===== config.mk =====
export PLATFORM = sky130hd
export DESIGN_NAME = fetch_ctrl_flat
export DESIGN_NICKNAME = d
export VERILOG_FILES = /design/src/rtl/fetch_ctrl_if.sv /design/src/rtl/fetch_ctrl.sv /design/src/flat_wrapper.sv
export SDC_FILE = /design/constraint.sdc
export NUM_CORES = 1
export LEC_CHECK = 0
export BUFFER_PORTS_ARGS = -buffer_cell sky130_fd_sc_hd__buf_2
export CAP_MARGIN = 10
export CELL_PAD_IN_SITES_DETAIL_PLACEMENT = 1
export CELL_PAD_IN_SITES_GLOBAL_PLACEMENT = 1
export CORE_MARGIN = 5
export CORE_UTILIZATION = 35
export CTS_BUF_LIST = sky130_fd_sc_hd__clkbuf_2 sky130_fd_sc_hd__clkbuf_4 sky130_fd_sc_hd__clkbuf_8
export DETAILED_ROUTE_END_ITERATION = 10
export HOLD_SLACK_MARGIN = 0.15
export PLACE_DENSITY = 0.82
export SETUP_SLACK_MARGIN = 0.4
export SYNTH_ARGS = -nofsm -noshare
export SYNTH_HDL_FRONTEND = slang
export SYNTH_SLANG_ARGS = --single-unit

===== constraint.sdc =====
create_clock -name clk -period 2.1 [get_ports clk]
set_input_delay 0.21 -clock clk [delete_from_list [all_inputs] [get_ports clk]]
set_output_delay 0.21 -clock clk [all_outputs]
set_load 0.005 [all_outputs]

===== src/rtl/fetch_ctrl_if.sv =====
// fetch_ctrl_if: bundles the fetch controller's control inputs and
// status outputs so the controller and its environment share one port.
//   master : environment side (drives start/mode/step/stall/branch/instr_in)
//   slave  : controller side (drives pc_enable/pc_reset/if_flush/status/counters)
interface fetch_ctrl_if #(
    parameter int DATA_WIDTH = 32,
    parameter int CNT_BITS   = 32
);
    logic                  start;
    logic                  mode;
    logic                  step;
    logic                  stall;
    logic                  branch;
    logic [DATA_WIDTH-1:0] instr_in;
    logic                  pc_enable;
    logic                  pc_reset;
    logic                  if_flush;
    logic                  running;
    logic                  halted;
    logic [CNT_BITS-1:0]   cycle_cnt;
    logic [CNT_BITS-1:0]   fetch_cnt;

    modport master (
        output start, mode, step, stall, branch, instr_in,
        input  pc_enable, pc_reset, if_flush, running, halted, cycle_cnt, fetch_cnt
    );

    modport slave (
        input  start, mode, step, stall, branch, instr_in,
        output pc_enable, pc_reset, if_flush, running, halted, cycle_cnt, fetch_cnt
    );
endinterface


===== src/rtl/fetch_ctrl.sv =====
// fetch_ctrl: sequencing controller for the instruction-fetch stage.
// Runs fetch continuously or one step at a time, holds off on hazard
// stalls, flushes IF/ID on taken branches, and on a halt word drains the
// pipeline for DRAIN_CYCLES before parking in HALTED.
// Ports:
//   clk   - clock, all state on rising edge
//   reset - asynchronous active-low reset
//   bus   - fetch_ctrl_if.slave (start/mode/step/stall/branch/instr_in in;
//           pc_enable/pc_reset/if_flush/running/halted/cycle_cnt/fetch_cnt out)
module fetch_ctrl #(
    parameter int                    DATA_WIDTH   = 32,
    parameter int                    CNT_BITS     = 32,
    parameter logic [DATA_WIDTH-1:0] HALT_WORD    = {DATA_WIDTH{1'b1}},
    parameter int                    DRAIN_CYCLES = 4
) (
    input  logic         clk,
    input  logic         reset,
    fetch_ctrl_if.slave  bus
);

    localparam logic [2:0] S_IDLE   = 3'd0;
    localparam logic [2:0] S_RUN    = 3'd1;
    localparam logic [2:0] S_STEP   = 3'd2;
    localparam logic [2:0] S_DRAIN  = 3'd3;
    localparam logic [2:0] S_HALTED = 3'd4;

    localparam int DCW = (DRAIN_CYCLES > 1) ? $clog2(DRAIN_CYCLES) : 1;

    logic [2:0]          state, state_nxt;
    logic                step_pending, pend_nxt;
    logic [DCW-1:0]      drain_cnt, drain_nxt;
    logic [CNT_BITS-1:0] cycle_cnt, cyc_nxt;
    logic [CNT_BITS-1:0] fetch_cnt, fet_nxt;

    logic fetching;
    logic halt_hit;
    logic pc_enable;

    assign fetching = (state == S_RUN) || (state == S_STEP);

    // A halt word on a branch cycle is wrong-path; under stall it is not
    // yet the committed fetch, so neither counts as a halt.
    assign halt_hit = fetching && (bus.instr_in == HALT_WORD) && !bus.branch && !bus.stall;

    always_comb begin
        pc_enable = 1'b0;
        case (state)
            S_RUN:  pc_enable = !bus.stall && !halt_hit;
            S_STEP: pc_enable = (bus.step || step_pending) && !bus.stall && !halt_hit;
            default: pc_enable = 1'b0;
        endcase
    end

    assign bus.pc_enable = pc_enable;
    assign bus.pc_reset  = (state == S_IDLE);
    assign bus.if_flush  = bus.branch && fetching;
    assign bus.running   = fetching;
    assign bus.halted    = (state == S_HALTED);
    assign bus.cycle_cnt = cycle_cnt;
    assign bus.fetch_cnt = fetch_cnt;

    always_comb begin
        state_nxt = state;
        pend_nxt  = step_pending;
        drain_nxt = drain_cnt;
        cyc_nxt   = cycle_cnt;
        fet_nxt   = fetch_cnt;

        // Counters saturate; HALTED and IDLE leave them untouched.
        if (state == S_RUN || state == S_STEP || state == S_DRAIN) begin
            if (cycle_cnt != {CNT_BITS{1'b1}}) cyc_nxt = cycle_cnt + 1'b1;
        end
        if (pc_enable && fetch_cnt != {CNT_BITS{1'b1}}) fet_nxt = fetch_cnt + 1'b1;

        case (state)
            S_IDLE: begin
                if (bus.start) begin
                    state_nxt = bus.mode ? S_STEP : S_RUN;
                    pend_nxt  = 1'b0;
                    cyc_nxt   = '0;
                    fet_nxt   = '0;
                end
            end
            S_RUN: begin
                if (halt_hit) begin
                    state_nxt = S_DRAIN;
                    drain_nxt = DCW'(DRAIN_CYCLES - 1);
                end else if (bus.mode) begin
                    state_nxt = S_STEP;
                end
            end
            S_STEP: begin
                // One step of look-ahead only: a pulse arriving while one is
                // already pending, or on the consuming cycle, is dropped.
                if (pc_enable || halt_hit) pend_nxt = 1'b0;
                else if (bus.step)         pend_nxt = 1'b1;
                if (halt_hit) begin
                    state_nxt = S_DRAIN;
                    drain_nxt = DCW'(DRAIN_CYCLES - 1);
                end else if (!bus.mode) begin
                    state_nxt = S_RUN;
                    pend_nxt  = 1'b0;
                end
            end
            S_DRAIN: begin
                if (drain_cnt == '0) state_nxt = S_HALTED;
                else                 drain_nxt = drain_cnt - 1'b1;
            end
            S_HALTED: begin
                if (bus.start) state_nxt = S_IDLE;
            end
            default: state_nxt = S_IDLE;
        endcase
    end

    always_ff @(posedge clk or negedge reset) begin
        if (!reset) begin
            state        <= S_IDLE;
            step_pending <= 1'b0;
            drain_cnt    <= '0;
            cycle_cnt    <= '0;
            fetch_cnt    <= '0;
        end else begin
            state        <= state_nxt;
            step_pending <= pend_nxt;
            drain_cnt    <= drain_nxt;
            cycle_cnt    <= cyc_nxt;
            fetch_cnt    <= fet_nxt;
        end
    end

endmodule


===== src/flat_wrapper.sv =====
// flat-port wrapper written by rule: the top's interface ports become plain ports
module fetch_ctrl_flat 
#(
    parameter int                    DATA_WIDTH   = 32,
    parameter int                    CNT_BITS     = 32,
    parameter logic [DATA_WIDTH-1:0] HALT_WORD    = {DATA_WIDTH{1'b1}},
    parameter int                    DRAIN_CYCLES = 4
)
  (clk, reset, bus_start, bus_mode, bus_step, bus_stall, bus_branch, bus_instr_in, bus_pc_enable, bus_pc_reset, bus_if_flush, bus_running, bus_halted, bus_cycle_cnt, bus_fetch_cnt);
  fetch_ctrl_if #(.DATA_WIDTH(DATA_WIDTH), .CNT_BITS(CNT_BITS)) bus_i ();
  input  logic clk;
  input  logic reset;
  input wire logic [$bits(bus_i.start)-1:0] bus_start;
  input wire logic [$bits(bus_i.mode)-1:0] bus_mode;
  input wire logic [$bits(bus_i.step)-1:0] bus_step;
  input wire logic [$bits(bus_i.stall)-1:0] bus_stall;
  input wire logic [$bits(bus_i.branch)-1:0] bus_branch;
  input wire logic [$bits(bus_i.instr_in)-1:0] bus_instr_in;
  output wire logic [$bits(bus_i.pc_enable)-1:0] bus_pc_enable;
  output wire logic [$bits(bus_i.pc_reset)-1:0] bus_pc_reset;
  output wire logic [$bits(bus_i.if_flush)-1:0] bus_if_flush;
  output wire logic [$bits(bus_i.running)-1:0] bus_running;
  output wire logic [$bits(bus_i.halted)-1:0] bus_halted;
  output wire logic [$bits(bus_i.cycle_cnt)-1:0] bus_cycle_cnt;
  output wire logic [$bits(bus_i.fetch_cnt)-1:0] bus_fetch_cnt;
  assign bus_i.start = bus_start;
  assign bus_i.mode = bus_mode;
  assign bus_i.step = bus_step;
  assign bus_i.stall = bus_stall;
  assign bus_i.branch = bus_branch;
  assign bus_i.instr_in = bus_instr_in;
  assign bus_pc_enable = bus_i.pc_enable;
  assign bus_pc_reset = bus_i.pc_reset;
  assign bus_if_flush = bus_i.if_flush;
  assign bus_running = bus_i.running;
  assign bus_halted = bus_i.halted;
  assign bus_cycle_cnt = bus_i.cycle_cnt;
  assign bus_fetch_cnt = bus_i.fetch_cnt;
  fetch_ctrl #(.DATA_WIDTH(DATA_WIDTH), .CNT_BITS(CNT_BITS), .HALT_WORD(HALT_WORD), .DRAIN_CYCLES(DRAIN_CYCLES)) u_core (.clk(clk), .reset(reset), .bus(bus_i));
endmodule

==> flow_summary.json <==
{
  "worst-path-max-fanout": 4,
  "chipWidth_um": 115.8,
  "power_leakage_nw": 2.861,
  "holdWs_ns": 0.1880,
  "wl_per_cell_um": 21.50,
  "grt_pass1_vias": 4799,
  "path_class": "reg2reg",
  "gp_congestion": 0.8329,
  "final_cell_mix": "buf_2 (107), buf_4 (76), dfrtp_1 (62)",
  "maxSlewViolCount": 0,
  "hold_class": "in2reg",
  "syn_nets": 479,
  "irDropWorstVdd_uv": 521.6,
  "maxCapViolations": 0,
  "grt_pass1_wl_um": 24750,
  "rows": 38,
  "placed_area_um2": 5184,
  "grt_max_degree": 71,
  "fmax_mhz": 473.9,
  "setup_viol": 1,
  "drtIter0Drc": 255,
  "synth_edf_count": 0,
  "ys_seq_elements": 70,
  "post-route-min-period_ns": 2.110,
  "diodes": 0,
  "synthFlopType": "dfrtp_1",
  "syn_avg_cell_area_um2": 8.967,
  "synth_cell_types": 44,
  "final_cells": 773,
  "netlist_area_um2": 3919,
  "final_common_cell": "buf_2",
  "nNetsFinal": 672,
  "dp_slack_ns": 0.02762,
  "clkLatencyLatePin_ns": 0.37,
  "seq_area_frac_synth_pct": 44.70,
  "areaGrowthSynthToFinish_pct": 53.86,
  "fin_worst_skew_ns": 0.009697,
  "grt_setup_unrepaired": "true",
  "grt.overflow.total": 0,
  "post-route-period-util_pct": 100.5,
  "timing.final.ws_setup_ns": -0.01014,
  "core_region_area_um2": 10890,
  "cpPeakStageDelay_ns": 0.45,
  "clockBufferDepth": 2,
  "failed_checks": "negative setup slack",
  "startpoint_type": "flop",
  "clkTransAtPathRegs_ns": 0.07,
  "power_mw": 4.553,
  "syn-instance-count": 437,
  "ios": 108,
  "drtPass1Iterations": 4,
  "post-dp-hpwl_um": 10260,
  "cellPowerDensity_nw_per_um2": 755.1,
  "cts_made_buffers": 9,
  "cts.sinks": 70,
  "async_reset_ff_share_pct": 100.0,
  "hold_violations": 0,
  "critical_path_arrival_ns": 2.35,
  "post-route-drc-count": 0,
  "relSlewSlack_pct": 64.23,
  "num_vias": 4492,
  "die_h_um": 115.8,
  "status": "finished, violations left",
  "cpMaxStageDelayCell": "or4_4",
  "drt_wl_total_um": 16620,
  "placed_cells": 716,
  "die_area_um2": 13410,
  "critPathRequiredTime_ns": 2.34,
  "ant_nets": 0,
  "cp-end-kind": "flop",
  "antenna_found_initial": 0,
  "fin_setup_tns_ns": -0.01014,
  "final_area_um2": 6030,
  "viasPerCell": 5.811,
  "crit_path_cell_trace": "ha_4, nand4_1, or4_4, a211oi_2, nand3_2, buf_6, o211ai_1, o31ai_1",
  "htree_levels": 3,
  "root_buffer": "clkbuf_8",
  "final_util_pct": 55.38,
  "yosys_warnings": 0,
  "grt_usage_pct": 23.64,
  "tightest_slew_ns": 0.5325,
  "portBuffers": 107,
  "drive_gt1_share_pct": 46.45,
  "initial_core_util_pct": 35.99,
  "cts_tree": "done"
}
==> area by class of cell <==
| type | instances | area (um^2) |
|---|---|---|
| sequential | 70 | 1762 |
| clock inverter | 1 | 5.005 |
| multi-input combinational | 338 | 2516 |
| timing repair buffer | 200 | 1358 |
| fill | 1261 | 4858 |
| inverter | 11 | 41.29 |
| tap | 140 | 175.2 |
| clock buffer | 13 | 172.7 |
==> per-layer routing <==
metal  part of all wire (%)  wire [um]  vias to the layer above  GRT usage, %
met3                    5.1        845                       52         4.752
met4                    3.7        610                        0         9.203
met1                     40       6703                     2271         28.59
met2                     51       8463                      162         41.35
met5                      0          0                        -             0
li1                       -          -                     2007             -
==> path summary, 6_finish.rpt <==
path	start	endpoint	slack (ns)	cells after the start
hold / removal	bus_start	u_core.state[2]$_DFFE_PN0P_	0.19	3
setup reg to reg	u_core.bus.fetch_cnt[0]$_DFF_PN0_	u_core.bus.fetch_cnt[18]$_DFF_PN0_	-0.01	8
max in group asynchronous	reset	u_core.state[2]$_DFFE_PN0P_	1.36	3
setup / recovery	u_core.bus.fetch_cnt[0]$_DFF_PN0_	u_core.bus.fetch_cnt[18]$_DFF_PN0_	-0.01	8
min in group asynchronous	reset	u_core.bus.fetch_cnt[9]$_DFF_PN0_	0.39	3
hold reg to reg	u_core.bus.cycle_cnt[5]$_DFF_PN0_	u_core.bus.cycle_cnt[5]$_DFF_PN0_	0.54	1
==> state kept, by name, indices dropped and copies added (netlist names) <==
register              flops
u_core.step_pending       1
u_core.bus.fetch_cnt     32
u_core.bus.cycle_cnt     32
u_core.drain_cnt          2
u_core.state              3
==> timing repair <==
action / 4_1_cts / 5_1_grt
cloned: 1 / 0
endpoints found under the hold margin: 71 / 0
resized for setup: 33 / 41
setup endpoints to repair: 69 / 71
setup buffers: 27 / 13
pin swaps: 30 / 39
hold buffers: 2 / 0
==> synthesized netlist by cell type, types with 2 or more instances <==
| master | number | area [um^2] |
|---|---|---|
| dfrtp_1 | 70 | 1752 |
| nor2_1 | 45 | 168.9 |
| nand3_1 | 34 | 170.2 |
| nand4_1 | 34 | 212.7 |
| nand2_1 | 30 | 112.6 |
| a21oi_1 | 28 | 140.1 |
| xor2_1 | 27 | 236.5 |
| and3_1 | 14 | 87.58 |
| clkbuf_1 | 14 | 52.55 |
| o31ai_1 | 14 | 105.1 |
| or4_1 | 12 | 90.09 |
| inv_1 | 11 | 41.29 |
| nor3_1 | 10 | 50.05 |
| or3_1 | 9 | 56.30 |
| and2_1 | 8 | 50.05 |
| o21ai_0 | 8 | 40.04 |
| nor4_1 | 7 | 43.79 |
| o211ai_1 | 7 | 52.55 |
| and4_1 | 6 | 52.55 |
| mux2i_1 | 6 | 60.06 |
| nand2b_1 | 5 | 31.28 |
| buf_2 | 4 | 20.02 |
| ha_1 | 3 | 37.54 |
| nor2b_1 | 3 | 18.77 |
| o21ai_1 | 3 | 15.01 |
| a211oi_1 | 2 | 15.01 |
| a31oi_1 | 2 | 12.51 |
| a41oi_1 | 2 | 17.52 |
| nand3_2 | 2 | 20.02 |
| o21bai_1 | 2 | 15.01 |
| xnor2_1 | 2 | 17.52 |
==> logic make-up (layout without fill, tap and decap cells) <==
logic type      Yosys count  after routing  synth area share, %
simple gates            223            223                30.59
xor+xnor                 29             29                6.482
mux                       6              6                1.533
compound gates           77             77                12.84
flops                    70             70                44.70
fa+ha+maj                 3              3               0.9580
buf+inv                  29            225                2.906
==> power by group <==
part | switching, mW | internal [mW]
Combinational | 1.09 | 0.775
Clock | 0.542 | 0.525
Sequential | 0.141 | 1.48
==> critical path: cells and delay by family, from the launching register on <==
kind / cells / cell delay, ns
buf+inv: 1 / 0.15
flops: 1 / 0.43
fa+ha+maj: 1 / 0.17
compound gates: 3 / 0.54
simple gates: 3 / 0.69
Note: power is estimated with default switching activity, not from simulation.
